**src/rtl/count_sequencer_if.sv**
```systemverilog
// Control/status bundle between the bus logic and the count sequencer.
interface count_sequencer_if #(
  parameter int unsigned WIDTH   = 4,
  parameter int unsigned PRESC_W = 4
);
  logic               start;
  logic               stop;
  logic               hold;
  logic               auto_reload;
  logic [WIDTH-1:0]   limit;
  logic [PRESC_W-1:0] presc;
  logic [WIDTH-1:0]   count;
  logic               busy;
  logic               done;
  logic [7:0]         wraps;

  // Control side: drives commands, observes counter status.
  modport master (
    output start, stop, hold, auto_reload, limit, presc,
    input  count, busy, done, wraps
  );

  // Sequencer side: receives commands, drives counter status.
  modport slave (
    input  start, stop, hold, auto_reload, limit, presc,
    output count, busy, done, wraps
  );
endinterface

```
**src/rtl/count_sequencer.sv**
```systemverilog
// Run controller for the up-counter: start/hold/stop sequencing, one-shot or
// auto-reload terminal handling, done pulse and saturating wrap tally.
// Optional tick prescaler built only when COUNT_SEQ_PRESCALE_EN is defined.
module count_sequencer #(
  parameter int unsigned WIDTH   = 4,
  parameter int unsigned PRESC_W = 4
) (
  input  logic             clk,
  input  logic             rst_n,
  count_sequencer_if.slave bus
);

  localparam int unsigned WRAPS_W = 8;

  typedef enum logic [1:0] {
    IDLE = 2'd0,
    RUN  = 2'd1,
    HOLD = 2'd2,
    DONE = 2'd3
  } state_t;

  state_t             state;
  logic [WIDTH-1:0]   count_q;
  logic [WIDTH-1:0]   limit_q;
  logic               mode_q;
  logic               busy_q;
  logic               done_q;
  logic [WRAPS_W-1:0] wraps_q;

  logic stop_c;
  logic arm_c;
  logic adv_c;
  logic tick_c;

  // Decoded per-cycle actions; stop outranks start, start outranks hold.
  assign stop_c = bus.stop && (state != IDLE);
  assign arm_c  = !bus.stop && bus.start && ((state == IDLE) || (state == DONE));
  assign adv_c  = !bus.stop && !bus.hold && (state == RUN);

`ifdef COUNT_SEQ_PRESCALE_EN
  logic [PRESC_W-1:0] presc_q;
  logic [PRESC_W-1:0] presc_cnt;

  assign tick_c = (presc_cnt == presc_q);

  // Prescaler: cleared on start/stop, frozen outside active RUN cycles.
  always_ff @(posedge clk or negedge rst_n) begin
    if (!rst_n) begin
      presc_q   <= '0;
      presc_cnt <= '0;
    end else if (arm_c) begin
      presc_q   <= bus.presc;
      presc_cnt <= '0;
    end else if (stop_c) begin
      presc_cnt <= '0;
    end else if (adv_c) begin
      presc_cnt <= tick_c ? '0 : presc_cnt + PRESC_W'(1);
    end
  end
`else
  logic [PRESC_W-1:0] unused_presc;

  assign unused_presc = bus.presc;
  assign tick_c       = 1'b1;
`endif

  // Sequencer FSM with registered count, busy, done and wrap tally.
  always_ff @(posedge clk or negedge rst_n) begin
    if (!rst_n) begin
      state   <= IDLE;
      count_q <= '0;
      limit_q <= '0;
      mode_q  <= 1'b0;
      busy_q  <= 1'b0;
      done_q  <= 1'b0;
      wraps_q <= '0;
    end else begin
      done_q <= 1'b0;
      if (stop_c) begin
        state   <= IDLE;
        count_q <= '0;
        busy_q  <= 1'b0;
      end else if (arm_c) begin
        state   <= RUN;
        limit_q <= bus.limit;
        mode_q  <= bus.auto_reload;
        count_q <= '0;
        wraps_q <= '0;
        busy_q  <= 1'b1;
      end else begin
        case (state)
          IDLE: begin
            count_q <= '0;
          end
          RUN: begin
            if (bus.hold) begin
              state <= HOLD;
            end else if (tick_c) begin
              if (count_q != limit_q) begin
                count_q <= count_q + WIDTH'(1);
              end else if (mode_q) begin
                count_q <= '0;
                done_q  <= 1'b1;
                if (wraps_q != {WRAPS_W{1'b1}}) begin
                  wraps_q <= wraps_q + WRAPS_W'(1);
                end
              end else begin
                done_q <= 1'b1;
                busy_q <= 1'b0;
                state  <= DONE;
              end
            end
          end
          HOLD: begin
            if (!bus.hold) begin
              state <= RUN;
            end
          end
          DONE: begin
            count_q <= limit_q;
          end
          default: begin
            state <= IDLE;
          end
        endcase
      end
    end
  end

  assign bus.count = count_q;
  assign bus.busy  = busy_q;
  assign bus.done  = done_q;
  assign bus.wraps = wraps_q;

endmodule

```
**src/flat_wrapper.sv**
```systemverilog
// flat-port wrapper written by rule: the top's interface ports become plain ports
module count_sequencer_flat 
#(
  parameter int unsigned WIDTH   = 4,
  parameter int unsigned PRESC_W = 4
)
  (clk, rst_n, bus_start, bus_stop, bus_hold, bus_auto_reload, bus_limit, bus_presc, bus_count, bus_busy, bus_done, bus_wraps);
  count_sequencer_if #(.WIDTH(WIDTH), .PRESC_W(PRESC_W)) bus_i ();
  input  logic clk;
  input  logic rst_n;
  input wire logic [$bits(bus_i.start)-1:0] bus_start;
  input wire logic [$bits(bus_i.stop)-1:0] bus_stop;
  input wire logic [$bits(bus_i.hold)-1:0] bus_hold;
  input wire logic [$bits(bus_i.auto_reload)-1:0] bus_auto_reload;
  input wire logic [$bits(bus_i.limit)-1:0] bus_limit;
  input wire logic [$bits(bus_i.presc)-1:0] bus_presc;
  output wire logic [$bits(bus_i.count)-1:0] bus_count;
  output wire logic [$bits(bus_i.busy)-1:0] bus_busy;
  output wire logic [$bits(bus_i.done)-1:0] bus_done;
  output wire logic [$bits(bus_i.wraps)-1:0] bus_wraps;
  assign bus_i.start = bus_start;
  assign bus_i.stop = bus_stop;
  assign bus_i.hold = bus_hold;
  assign bus_i.auto_reload = bus_auto_reload;
  assign bus_i.limit = bus_limit;
  assign bus_i.presc = bus_presc;
  assign bus_count = bus_i.count;
  assign bus_busy = bus_i.busy;
  assign bus_done = bus_i.done;
  assign bus_wraps = bus_i.wraps;
  count_sequencer #(.WIDTH(WIDTH), .PRESC_W(PRESC_W)) u_core (.clk(clk), .rst_n(rst_n), .bus(bus_i));
endmodule
```
**config.mk**
```make
export PLATFORM = sky130hd
export DESIGN_NAME = count_sequencer_flat
export DESIGN_NICKNAME = d
export VERILOG_FILES = /design/src/rtl/count_sequencer_if.sv /design/src/rtl/count_sequencer.sv /design/src/flat_wrapper.sv
export SDC_FILE = /design/constraint.sdc
export NUM_CORES = 1
export LEC_CHECK = 0
export CAP_MARGIN = 40
export CORE_UTILIZATION = 44
export CTS_CLUSTER_SIZE = 28
export DETAILED_ROUTE_END_ITERATION = 8
export PLACE_DENSITY = 0.79
export SLEW_MARGIN = 40
export SYNTH_ARGS = -nofsm -noshare
export SYNTH_HDL_FRONTEND = slang
export SYNTH_SLANG_ARGS = --single-unit
```
**constraint.sdc**
```tcl
create_clock -name clk -period 2.1 [get_ports clk]
set_clock_uncertainty 0.15 [all_clocks]
set_input_delay 0.21 -clock clk [delete_from_list [all_inputs] [get_ports clk]]
set_output_delay 0.21 -clock clk [all_outputs]
set_load 0.005 [all_outputs]
```
# ---- After elaboration in Yosys (flattened, before gate mapping)
# Cells that the tools add are included.
dict set report word_totals {
  out_inout_bits 14
  reg_bits 21
  elab_cells 73
}
dict set report classes {
  bitwise_logic 1
  n_eq_ne 15
  n_reduce_logical 18
  muxes 30
  n_addsub 2
}
# cell count
set ops {}
lappend ops {{8-bit two-way mux} 6}
lappend ops {{4-bit two-way mux} 5}
lappend ops {{2-bit two-way mux} 6}
lappend ops {{4-bit one-hot mux with 3 select lines} 1}
lappend ops {{1-bit two-way mux} 11}
lappend ops {{8-bit by 1-bit adder with 8-bit output, second input constant} 1}
lappend ops {{4-bit by 2-bit inequality test with 1-bit output, second input constant} 2}
lappend ops {{8-bit inequality test, second input constant} 1}
lappend ops {{4-bit AND reduction} 2}
lappend ops {{2-bit nonzero test} 4}
lappend ops {{3-bit by 1-bit inequality test with 1-bit output, second input constant} 2}
lappend ops {{6-bit AND reduction} 1}
lappend ops {{5-bit by 2-bit inequality test with 1-bit output, second input constant} 1}
lappend ops {{5-bit by 3-bit inequality test with 1-bit output, second input constant} 1}
lappend ops {{5-bit inequality test, second input constant} 1}
lappend ops {{5-bit nonzero test} 1}
lappend ops {{4-bit by 1-bit adder with 4-bit output, second input constant} 1}
lappend ops {{2-bit == test, second input constant} 2}
lappend ops {{2-bit by 1-bit inequality test with 1-bit output, second input constant} 2}
lappend ops {{4-bit inequality test} 1}
lappend ops {{2-bit one-hot mux with 2 select lines} 1}
lappend ops {{4-bit nonzero test} 1}
lappend ops {{1-bit logical AND} 3}
lappend ops {{3-bit inequality test, second input constant} 1}
lappend ops {{8 further kinds} 8}

# ---- Longest topological paths before layout
dict set report logic_depth {
  ltp_word 7
  depth_mapped 8
}

# ---- Worst setup path after synthesis
# Ideal clock, no wire load.
dict set report synth_path {
  kind {reg2reg}
  start {reg u_core.state[0]}
  end {reg u_core.wraps_q[7] (netlist: u_core.bus.wraps[7])}
  n_path_buf 1
  setup_time_ns 0.078
  slack_ns -0.196
  path_stages_with_launch 9
  arrival_time_ns 2.068
  period_less_slack_ns 2.296
  cell_sequence {dfrtp_1 > inv_1 > ha_1 > nand2b_1 > buf_2 > nand4_1 > or3_4 > or4_1 > a21oi_1}
}
dict set report synth_between {
  elab_chain_cells 5
  word_cells_on_any_way 15
  classes_between {eq/ne: 4; mux: 1; bitwise: 1; reduce/logical: 9}
}
# element line
set synth_rtl {}
lappend synth_rtl {{start, declared} count_sequencer.sv:22} ;# state_t state;
lappend synth_rtl {{start signal, assigned} count_sequencer.sv:70} ;# state <= IDLE;
lappend synth_rtl {{start signal, assigned} count_sequencer.sv:80} ;# state <= IDLE;
lappend synth_rtl {{start signal, assigned} count_sequencer.sv:84} ;# state <= RUN;
lappend synth_rtl {{2-bit == test or 2-bit zero test (tied branches)} count_sequencer.sv:37} ;# assign arm_c = !bus.stop && bus.start && ((state == IDLE) || (state == DONE));
lappend synth_rtl {{1-bit logical OR} count_sequencer.sv:37}
lappend synth_rtl {{1-bit logical AND} count_sequencer.sv:37}
lappend synth_rtl {{2-bit by 1-bit inequality test with 1-bit output (no line) or 2-bit nonzero test (tied branches)} -}
lappend synth_rtl {{6-bit AND reduction (no line)} -}
lappend synth_rtl {{end signal, assigned} count_sequencer.sv:105} ;# wraps_q <= wraps_q + WRAPS_W'(1);
lappend synth_rtl {{end, declared} count_sequencer.sv:28} ;# logic [WRAPS_W-1:0] wraps_q;
# Parallel ways exist; a longest one is shown, timed or not.
# A chain may end at the register's enable or synchronous reset.

# ---- Final worst setup path
dict set report layout_path {
  start {reg u_core.wraps_q[1] (netlist: u_core.bus.wraps[1])}
  end {reg u_core.wraps_q[7] (netlist: u_core.bus.wraps[7])}
}
dict set report layout_between {
  elab_chain_cells 7
  word_cells_on_any_way 10
  classes_between {add/sub: 1; eq/ne: 1; mux: 6; reduce/logical: 2}
}
# element line
set layout_rtl {}
lappend layout_rtl {{8-bit by 1-bit adder with 8-bit output} count_sequencer.sv:105}
lappend layout_rtl {{8-bit two-way mux} count_sequencer.sv:104} ;# if (wraps_q != {WRAPS_W{1'b1}}) begin
lappend layout_rtl {{8-bit two-way mux} count_sequencer.sv:101} ;# end else if (mode_q) begin
lappend layout_rtl {{8-bit two-way mux} count_sequencer.sv:99} ;# if (count_q != limit_q) begin
lappend layout_rtl {{8-bit two-way mux} count_sequencer.sv:96} ;# if (bus.hold) begin
lappend layout_rtl {{8-bit two-way mux} count_sequencer.sv:91} ;# case (state)
lappend layout_rtl {{8-bit two-way mux} count_sequencer.sv:83} ;# end else if (arm_c) begin
# Parallel ways exist; a longest one is shown, timed or not. The select of a mux whose other input is x is not followed.

==> flow_summary.json <==
{
  "ys_types": 40,
  "grt_overflow_total": 0,
  "fin_crit_sh": 0.9942,
  "postRouteAntennaNets": 0,
  "antenna_found_initial": 0,
  "yosys_most_used_dff": "dfrtp_1",
  "wire_per_inst_um": 14.56,
  "place_congestion": 0.8152,
  "fin_tns_setup_ns": 0,
  "yosysSeqAreaShare": 0.4294,
  "chipHeight_um": 54.74,
  "syn-num-nets": 152,
  "drtIter0Drc": 17,
  "synth_edf_count": 0,
  "ys_ff_latch": 21,
  "reg2reg_depth": 6,
  "clock_latency_ns": 0.31,
  "ir_drop_v": 0.0007328,
  "diodes": 0,
  "utilization": 0.6991,
  "worst_slew_margin_rel": 0.7313,
  "cts.path.max_buffers": 2,
  "grtUsageTotal": 0.2364,
  "fillCellCount": 191,
  "hp-class": "input pin to async pin",
  "row_count": 18,
  "yosysWarnings": 0,
  "cp_max_fo": 6,
  "status": "finished, final reports clean",
  "fin_nets": 205,
  "initial_core_util": 0.4808,
  "cts_tree": "yes",
  "fin_crit_ns": 2.088,
  "port_buffers": 23,
  "whs_ns": 0.07642,
  "htree_levels": 1,
  "drive_above_1_share": 0.2678,
  "core_area_um2": 2545,
  "dieWidth_um": 54.74,
  "fin_cells": 213,
  "drtPass1Iterations": 4,
  "pre_cts_ws_ns": -0.01890,
  "cp-end-kind": "register",
  "clk_pin_slew_ns": 0.12,
  "maxSlewViolCount": 0,
  "cts.sinks": 21,
  "multi_input_area_um2": 718.2,
  "critPathLaunchType": "register",
  "hold_buffers": 0,
  "ioPinCount": 28,
  "post_drt_via_cell_ratio": 5.474,
  "fmax_mhz": 479.0,
  "place_hpwl_mm": 2.273,
  "crit_required_ns": 2.19,
  "hold_viol_final": 0,
  "rsz0062_at_grt": "true",
  "fp.dieArea_um2": 2996,
  "setup_viol": 0,
  "first_global_vias": 1159,
  "cap_violations": 0,
  "register_area_um2": 525.5,
  "arrival_ns": 2.18,
  "syn_avg_cell_area_um2": 9.341,
  "criticalPathCategory": "register to register",
  "p_leak_nw": 0.8218,
  "area_delta_synth_final_pct": 45.40,
  "tightestPinTransition_ns": 0.4012,
  "dp_cells": 201,
  "setup_slack_ns": 0.01213,
  "synthCells": 131,
  "grt_max_degree": 22,
  "powerDensity_nw_per_um2": 1068,
  "cts-root-buf": "clkbuf_4",
  "vias": 1166,
  "async_flop_share": 1.000,
  "netlist_area_um2": 1224,
  "drc_errors": 0,
  "routed_wl_mm": 3.101,
  "numCtsBuffers": 3,
  "grt_pass1_wl_mm": 5.002
}
-- critical path, stage by stage, from the launching register on --
cell	delay, ns
dfrtp_1	0.41
ha_2	0.19
and3_4	0.18
and3_4	0.16
or3_4	0.40
or4_1	0.41
a21oi_1	0.13
-- cells in the final DEF, fill, tap and decap left out, types with 4 or more instances in the layout --
master / n
xnor2_1: 5
o21ai_0: 5
a21oi_1: 4
nand2_1: 25
buf_4: 27
a22o_1: 4
clkdlybuf4s50_1: 23
dfrtp_1: 21
nor2_1: 9
ha_1: 5
-- routing by layer --
metal,part of all wire,track usage
met2,0.51,0.4257
met1,0.45,0.2818
met5,0,0
met4,0.0045,0.04701
met3,0.041,0.05556
-- cell usage after synthesis, types with 2 or more instances --
| cell type | count | share of area |
|---|---|---|
| inv_1 | 5 | 0.015 |
| clkbuf_1 | 2 | 0.0061 |
| a21oi_1 | 5 | 0.020 |
| and3_1 | 3 | 0.015 |
| a22o_1 | 4 | 0.029 |
| nand2b_1 | 3 | 0.015 |
| nand2_1 | 26 | 0.080 |
| o21ai_0 | 5 | 0.020 |
| ha_1 | 7 | 0.072 |
| o31ai_1 | 2 | 0.012 |
| nand4_1 | 2 | 0.010 |
| dfrtp_1 | 21 | 0.43 |
| mux2i_1 | 3 | 0.025 |
| nor3_1 | 2 | 0.0082 |
| xnor2_1 | 5 | 0.036 |
| nor2_1 | 10 | 0.031 |
| nand3_1 | 3 | 0.012 |
-- flip-flops by register name, indices dropped and copies added (netlist names) --
signal / cells
u_core.bus.busy: 1
u_core.bus.count: 4
u_core.bus.done: 1
u_core.bus.wraps: 8
u_core.limit_q: 4
u_core.mode_q: 1
u_core.state: 2
-- cell type report --
type | count | area share
multi-input cells | 102 | 0.4037
flip-flops and latches | 21 | 0.2954
inverters | 5 | 0.01055
repair buffers | 51 | 0.2546
clock buffers | 4 | 0.01477
well taps | 30 | 0.02110
-- path summary, 6_finish.rpt --
| path | start | to | slack [ns] |
|---|---|---|---|
| max in group asynchronous | rst_n | u_core.bus.wraps[3] | 1.51 |
| min in group clk | bus_limit[2] | u_core.limit_q[2] | 0.27 |
| max | u_core.bus.wraps[1] | u_core.bus.wraps[7] | 0.01 |
| max reg2reg | u_core.bus.wraps[1] | u_core.bus.wraps[7] | 0.01 |
| min | rst_n | u_core.bus.done | 0.08 |
| min reg2reg | u_core.bus.busy | u_core.bus.busy | 0.39 |
-- per-stage QoR --
stage | instance area [um2] | power (mW)
finish | 1779 | 1.900
global route | 1779 | 2.043
CTS | 1705 | 1.780
detailed placement | 1672 | 1.566
global placement | 1672 | 1.519
floorplan | 1260 | 1.194
-- cell families after synthesis --
logic type                 after synthesis  synth area share
AOI/OAI and AO/OA                       26            0.1534
xor gates and xnor gates                 6           0.04908
adders and majority gates                7           0.07157
buffers and inverters                    8           0.02556
DFF                                     21            0.4294
muxes                                    3           0.02454
and+or+nand+nor                         60            0.2464
-- power by group --
group	switching [mW]	internal, mW
combinational	0.520	0.580
sequential	0.0971	0.503
clock	0.126	0.0741
-- repair_timing --
action	4_1_cts	5_1_grt
pin swaps	1	7
setup endpoints to repair	3	7
setup buffers	1	7
gates resized for setup	0	5
Power figures use the tool's default switching activity.
